[src/rtl/fwd_interlock_unit.sv]
// Forwarding select and load-use interlock for the ID->EX boundary.
// A shift table follows every in-flight register producer from EX to the last forwarding stage.
module fwd_interlock_unit #(
   parameter int NUM_SRC  = 2,
   parameter int DEPTH    = 2,
   parameter int REG_BITS = 5,
   parameter int SEL_W    = $clog2(DEPTH + 1)
) (
   input  logic                        clk,
   input  logic                        reset,
   input  logic                        id_valid,
   input  logic [NUM_SRC*REG_BITS-1:0] id_src,
   input  logic [NUM_SRC-1:0]          id_src_used,
   input  logic [REG_BITS-1:0]         id_rd,
   input  logic                        id_regwrite,
   input  logic [SEL_W-1:0]            id_lat,
   input  logic                        kill_ex,
   output logic                        stall,
   output logic [NUM_SRC*SEL_W-1:0]    fwd_sel
);

   logic [DEPTH-1:0]    e_v;
   logic [REG_BITS-1:0] e_rd  [DEPTH];
   logic [SEL_W-1:0]    e_lat [DEPTH];

   logic [NUM_SRC*SEL_W-1:0] next_sel;
   logic [NUM_SRC-1:0]       blocked;
   logic                     ins_v;

   always_comb begin
      next_sel = '0;
      blocked  = '0;
      for (int i = 0; i < NUM_SRC; i++) begin
         // Walk from the oldest entry to the youngest so the youngest match has the last word.
         for (int k = DEPTH - 1; k >= 0; k--) begin
            if (id_valid && id_src_used[i] && e_v[k] &&
                (e_rd[k] == id_src[i*REG_BITS +: REG_BITS]) &&
                (id_src[i*REG_BITS +: REG_BITS] != '0)) begin
               if (SEL_W'(k + 1) >= e_lat[k]) begin
                  next_sel[i*SEL_W +: SEL_W] = SEL_W'(k + 1);
                  blocked[i]                 = 1'b0;
               end else begin
                  next_sel[i*SEL_W +: SEL_W] = '0;
                  blocked[i]                 = 1'b1;
               end
            end
         end
      end
   end

   assign stall = |blocked;
   // A stalled ID instruction does not enter EX, so it is not a producer yet.
   assign ins_v = id_valid & id_regwrite & (id_rd != '0) & ~stall;

   always_ff @(posedge clk) begin
      if (reset) begin
         e_v     <= '0;
         fwd_sel <= '0;
         for (int k = 0; k < DEPTH; k++) begin
            e_rd[k]  <= '0;
            e_lat[k] <= '0;
         end
      end else begin
         e_v[0]   <= ins_v;
         e_rd[0]  <= id_rd;
         e_lat[0] <= id_lat;
         for (int k = 1; k < DEPTH; k++) begin
            e_v[k]   <= (k == 1) ? (e_v[0] & ~kill_ex) : e_v[k-1];
            e_rd[k]  <= e_rd[k-1];
            e_lat[k] <= e_lat[k-1];
         end
         fwd_sel <= (stall || !id_valid) ? '0 : next_sel;
      end
   end

endmodule
[config.mk]
export PLATFORM = sky130hd
export DESIGN_NAME = fwd_interlock_unit
export DESIGN_NICKNAME = d
export VERILOG_FILES = /design/src/rtl/fwd_interlock_unit.sv
export SDC_FILE = /design/constraint.sdc
export NUM_CORES = 1
export LEC_CHECK = 0
export ABC_AREA = 1
export CAP_MARGIN = 10
export CORE_AREA = 3 3 56 58
export DETAILED_ROUTE_END_ITERATION = 12
export DIE_AREA = 0 0 59 61
export PLACE_DENSITY = 0.69
export SYNTH_ARGS = -nofsm -noshare
export SYNTH_HDL_FRONTEND = slang
export SYNTH_SLANG_ARGS = --single-unit
[constraint.sdc]
create_clock -name clk -period 2.4 [get_ports clk]
set_clock_uncertainty 0.2 [all_clocks]
set_input_delay 0.36 -clock clk [delete_from_list [all_inputs] [get_ports clk]]
set_output_delay 0.36 -clock clk [all_outputs]
set_load 0.01 [all_outputs]
==> summary.txt, run 1 <==
Outcome
  – Outcome: finished, final reports clean

Critical path
  – Worst-path fanout max: 3
  – Setup crit start kind: input pin
  – Setup CP Type: in -> reg
  – Data arrival, critical path: 2320 ps
  – CP Data Required Time: 2420 ps
  – Critical Path Max Stage Delay: 510 ps
  – Top Family by Delay on Critical Path: buffers and inverters
  – CP Cell Sequence: clkdlybuf4s50_1 > inv_2 > nand2_1 > nand2_1 > nand3_1 > nor2_2 > buf_4 > buf_4 > buf_4 > buf_4 > buf_4 > buf_4 > buf_4 > buf_4 > nand4_1 > nor2_1
  – Crit-path most repeated cell: buf_4
  – Crit path buffers/inverters: 10
  – Worst setup EP type: flip-flop
  – CP max-delay cell: clkdlybuf4s50_1

Finish
  – Ratio of cells with drive above 1 in the final layout: 18.6%
  – Fill count: 259
  – Nets: 246
  – Finished Core Util: 58.6%
  – # diodes: 0
  – Layout area overhead: 50.1%

Global route
  – GR Util All Layers: 16.0%
  – Initial antenna violation count: 0
  – Met3 GRT Util: 1.70%
  – Vias in the first global route: 1,067
  – Grt total ovfl: 0
  – Largest net degree at the start of global routing: 16
  – GRT met1 Usage: 20.0%
  – First-pass GRT wire length: 4370 um
  – Most used routing layer: met2
  – M2 GR Usage: 27.4%

Route
  – Vias/cell: 4.52
  – Drt total wl: 2770 um
  – Antenna-violating nets left: 0
  – Vias: 1,139
  – DR iter-0 viols: 50
  – Wirelength per Cell: 11.0 um
  – Residual DRC: 0
  – First-pass detailed-route iteration total: 4

Synth
  – Post-Syn Area: 0.00106 mm^2
  – Synthesized flop and latch total: 20
  – Post-synthesis sequential area ratio: 37.8%
  – Synthesized net count: 196
  – Area contributors post-synth: dfxtp_1 38%, nand2_1 18%, nor2_1 12%, inv_1 11%, xnor2_1 5.8%
  – Async set-reset flop share out of synthesis: 0%
  – Top post-synthesis cells by count: 52 x nand2_1, 35 x nor2_1, 30 x inv_1, 20 x dfxtp_1, 7 x xnor2_1
  – Most common cell in the netlist: nand2_1
  – Top_reg_cell synth: dfxtp_1
  – Post-synthesis cell type count: 15
  – Top cell type's share of synthesized area: 37.8%
  – Synthesized area per cell: 6.15 um^2
  – Cells after synthesis: 172
  – Synth warn: 0
  – Post-synth EDFFs: 0
  – Leading area contributor after synthesis: dfxtp_1

Placement
  – RePlAce Congestion: 0.854
  – Worst slack, placed: -367 ps
  – DP Wirelength: 1920 um
  – Buffers on Ports: 28

CTS
  – CTS H-tree depth: 1
  – CTS buffer count: 3
  – CTS clock-pin slew for the worst setup and hold paths: 120 ps
  – CTS tree: built
  – Insertion delay to the later sink of the worst-skew pair: 310 ps
  – Maximum clock path buffer count: 2
  – Root Buffer: clkbuf_4
  – # clock sinks: 20

Flow run
  – Max Cap Viol: 0

STA
  – Final worst setup slack: 95.1 ps
  – Fmax: 434 MHz
  – Endpoints failing hold: 0
  – Worst slew margin: 80.5%
  – Max-slew violations: 0
  – Period utilization: 96.0%
  – Setup violators final: 0
  – Final TNS setup: 0 ps
  – RSZ-0062 raised after global routing: false
  – Post-layout minimum cycle time: 2300 ps
  – Worst hold margin: 237 ps
  – Tightest Pin Transition: 289 ps

Floorplan
  – Die Height: 61 um
  – Core Area: 0.00271 mm^2
  – IO Pins: 29
  – Die area: 0.00360 mm^2
  – Die width: 59 um
  – Row count: 19
  – Starting density of the core: 39.1%

Pwr
  – Leak: 0.000854 uW
  – Power Dens Cells: 477 mW/mm^2
  – VDD IR-drop max: 0.337 mV

Min path
  – Hold WC Path Type: reg -> reg
[cell usage in the layout (no fill, tap or decap)]
| master | n |
|---|---|
| nor2_1 | 32 |
| buf_2 | 1 |
| nand4_1 | 5 |
| nand2_2 | 6 |
| bufinv_16 | 1 |
| nor2_2 | 5 |
| xnor2_1 | 7 |
| nand3_1 | 6 |
| dlygate4sd2_1 | 4 |
| clkinv_2 | 1 |
| inv_2 | 3 |
| inv_1 | 30 |
| dlymetal6s2s_1 | 7 |
| clkdlybuf4s50_1 | 16 |
| nand3_2 | 1 |
| nor3_1 | 1 |
| nor2_4 | 1 |
| clkbuf_4 | 3 |
| dfxtp_1 | 20 |
| buf_4 | 19 |
| o311ai_0 | 1 |
| nand2_1 | 51 |
[layout make-up]
| type | count | area [um^2] | area share, % |
|---|---|---|---|
| sequential | 20 | 400 | 25.2 |
| clock buffer | 3 | 22.5 | 1.42 |
| timing repair buffer | 47 | 430 | 27.1 |
| inverter | 34 | 129 | 8.11 |
| tap | 31 | 38.8 | 2.44 |
| clock inverter | 1 | 30.0 | 1.89 |
| multi-input combinational | 116 | 538 | 33.9 |
[cells by family (layout without fill, tap and decap cells)]
| group | after synthesis | in the layout | synth area share (%) |
|---|---|---|---|
| AND/OR/NAND/NOR | 108 | 108 | 42.8 |
| XOR/XNOR | 7 | 7 | 5.79 |
| flip-flops | 20 | 20 | 37.8 |
| AO/OA/AOI/OAI | 1 | 1 | 0.828 |
| buffers and inverters | 36 | 85 | 12.8 |
[tightest hold or removal path, stage by stage (launching register included)]
cell and delay, ps:
dfxtp_1 320, inv_1 50, nor2_1 40
[worst paths after layout]
path | from | slack [ps] | cells after the start | end
worst max-delay path | id_src[9] | 100 | 16 | fwd_sel[3]$_SDFF_PP0_
worst min-delay path | e_lat[0][0]$_SDFF_PP0_ | 240 | 2 | e_lat[0][2]$_SDFF_PP0_
worst max register to register | e_rd[0][8]$_SDFF_PP0_ | 290 | 15 | fwd_sel[3]$_SDFF_PP0_
worst min register to register | e_lat[0][0]$_SDFF_PP0_ | 240 | 2 | e_lat[0][2]$_SDFF_PP0_
[where the power goes]
group / switching [uW] / leakage (uW) / total [uW] / internal, uW
Sequential: 8.25 / 0.000164 / 352 / 344
Clock: 113 / 0.0000279 / 282 / 169
Combinational: 61.6 / 0.000661 / 124 / 61.9
[state kept, by name, indices dropped and copies added, names as in the netlist]
signal and cells:
e_rd 10, e_lat 4, fwd_sel 4, e_v 2
[layer usage]
layer	vias to the layer above	part of all wire, %
li1	600	-
met1	492	41
met2	40	48
met3	7	8.5
met4	0	2.1
met5	-	0
[timing repair]
action / CTS / global route
endpoints found under the setup margin: 1 / 2
hold buffers: 0 / 0
buffers inserted: 8 / 4
pin swaps: 1 / 9
gates resized for setup: 10 / 11
[stage by stage]
stage | instance area (um^2) | instances | total power (uW)
CTS | 1540 | 248 | 758
global placement | 1420 | 236 | 479
detailed placement | 1420 | 236 | 482
global route | 1590 | 252 | 793
finish | 1590 | 252 | 758
floorplan | 1060 | 172 | 417
Note: power is estimated with default switching activity, not from simulation.
==> run 2, diff against run 1 <==
--- a/config.mk
+++ b/config.mk
@@ -10,6 +10,8 @@
 export CORE_AREA = 3 3 56 58
 export DETAILED_ROUTE_END_ITERATION = 12
 export DIE_AREA = 0 0 59 61
+export GPL_TIMING_DRIVEN = 0
+export HOLD_SLACK_MARGIN = 0.05
 export PLACE_DENSITY = 0.69
 export SYNTH_ARGS = -nofsm -noshare
 export SYNTH_HDL_FRONTEND = slang
==> run 2 against run 1 <==
  * First-iteration DRC count is 28% lower
  * Sequential share of layout area is 1.8 points higher
  * Design area is 6.8% lower
  * Critical endpoint is now stall
  * Utilization is 4.0 points lower
  * Total power is 1.5% lower
  * Count of clock-buffer cells in the layout stayed put
  * Sequential power hardly changed
  * Worst hold slack worse by 87 ps
  * Critical path type is now in -> out
  * Final cell count is 4.4% lower
  * Global-route usage is 1.1 points lower
  * Register-to-register slack better by 70 ps
  * Fmax is 0.94% higher
==> summary.txt, run 2 (synthesis results as in run 1) <==
STA
  – Worst slew margin: 67.2%
  – Setup violators final: 0
  – Period utilization: 95.1%
  – Tightest Pin Transition: 491 ps
  – Post-layout minimum cycle time: 2280 ps
  – Final TNS setup: 0 ps
  – Max-slew violations: 0
  – Endpoints failing hold: 0
  – Final worst setup slack: 116 ps
  – Fmax: 438 MHz
  – RSZ-0062 raised after global routing: false

Critical path
  – R2r worst-path depth: 15
  – FF-to-FF setup slack: 360 ps
  – Worst Setup SP: id_src_used[1]
  – Timing endpoint of the critical path: stall
  – CP Data Required Time: 1840 ps
  – FF-to-FF Start: e_rd[0][9]$_SDFF_PP0_
  – Setup CP Type: in -> out
  – Worst-path fanout max: 2
  – Reg2reg end: fwd_sel[1]$_SDFF_PP0_
  – Worst setup EP type: primary output
  – Setup crit start kind: input pin
  – Data arrival, critical path: 1720 ps

Route
  – First-pass detailed-route iteration total: 4
  – Antenna-violating nets left: 0
  – Vias: 1,104
  – Vias/cell: 4.58
  – Wirelength per Cell: 10.4 um
  – DR iter-0 viols: 36
  – Drt total wl: 2510 um
  – Residual DRC: 0

Placement
  – Worst slack, placed: -446 ps
  – Buffers on Ports: 27
  – DP Cell Count: 230
  – RePlAce Congestion: 0.868
  – DP Wirelength: 1880 um

Global route
  – Largest net degree at the start of global routing: 13
  – Grt total ovfl: 0
  – GR Util All Layers: 14.9%
  – Initial antenna violation count: 0
  – Vias in the first global route: 1,025
  – First-pass GRT wire length: 4030 um

Floorplan
  – IO Pins: 29
  – Die Height: 61 um
  – Starting density of the core: 39.1%
  – Die area: 0.00360 mm^2
  – Die width: 59 um
  – Core Area: 0.00271 mm^2
  – Row count: 19

Pwr
  – Leak: 0.000750 uW
  – Final total power: 747 uW
  – Power Dens Cells: 504 mW/mm^2
  – VDD IR-drop max: 0.378 mV

CTS
  – CTS tree: built
  – Root Buffer: clkbuf_4
  – CTS buffer count: 3
  – # clock sinks: 20
  – Maximum clock path buffer count: 2
  – CTS clock-pin slew for the worst setup and hold paths: 120 ps
  – CTS H-tree depth: 1
  – Insertion delay to the later sink of the worst-skew pair: 310 ps

Finish
  – Finished Core Util: 54.7%
  – Top flop regs: e_rd: 10 flops, e_lat: 4 flops, fwd_sel: 4 flops
  – Biggest register: e_rd
  – Leading cell types in the layout, fill and taps excluded: 51 x nand2_1, 33 x nor2_1, 30 x inv_1
  – Ratio of cells with drive above 1 in the final layout: 13.3%
  – # diodes: 0
  – Non-filler instance count after layout: 241
  – Nets: 235
  – Layout area overhead: 40.0%
  – Commonest non-fill, non-tap cell in the layout: nand2_1
  – Max reg flops: 10

Outcome
  – Outcome: finished, final reports clean

Min path
  – Hold WC Path Type: in -> reg

Flow run
  – Max Cap Viol: 0
run 2: worst max-delay path, stage by stage:
cell and delay, ps:
clkdlybuf4s50_1 470, nand2_1 70, inv_1 80, nand2_1 50, nor2_1 90, nand2_1 100
nor2_4 150, nand2_2 70, nand2_2 60, nand2_2 60, nand2_1 60, clkbuf_2 120
run 2: layer usage:
metal,share of wire (%),vias up,global-route usage [%]
met3,6.7,4,1.70
li1,-,580,-
met1,44,485,18.0
met2,48,35,24.4
met4,1.9,0,10.7
met5,0,-,0
run 2: metrics by stage:
step           cell area, um^2  hold slack (ps)
2_1_floorplan             1060              188
3_3_place_gp              1370              194
3_5_place_dp              1370              198
4_1_cts                   1470              148
5_1_grt                   1480              158
6_report                  1480              150
run 2: repair_timing:
item / CTS / global route
hold buffers: 0 / 0
resized for setup: 14 / 5
setup endpoints to repair: 1 / 1
buffers inserted: 7 / 0
pin swaps: 3 / 1
run 2: worst min path at each step:
stage | cells past startpoint | end | slack [ps] | startpoint
floorplan | 2 | e_lat[0][2]$_SDFF_PP0_ | 190 | e_lat[0][0]$_SDFF_PP0_
global placement | 2 | e_lat[0][2]$_SDFF_PP0_ | 190 | e_lat[0][0]$_SDFF_PP0_
detailed placement | 2 | e_lat[0][2]$_SDFF_PP0_ | 200 | e_lat[0][0]$_SDFF_PP0_
CTS | 2 | e_lat[0][1]$_SDFF_PP0_ | 150 | reset
global route | 2 | e_lat[0][1]$_SDFF_PP0_ | 160 | reset
finish | 2 | e_lat[0][1]$_SDFF_PP0_ | 150 | reset
run 2: layout make-up:
cell class | instances | area [um^2]
fillers | 264 | 1230
multi-input cells | 116 | 541
flip-flops and latches | 20 | 400
repair buffers | 34 | 313
inverters | 34 | 129
well taps | 31 | 38.8
clock inverters | 1 | 30.0
clock buffers | 3 | 22.5
plain buffers | 2 | 7.51
run 2: where the power goes:
part           internal, uW  switching [uW]  leakage [uW]
Clock                   169             114     0.0000279
Sequential              344            7.78      0.000164
Combinational          54.3            58.6      0.000558
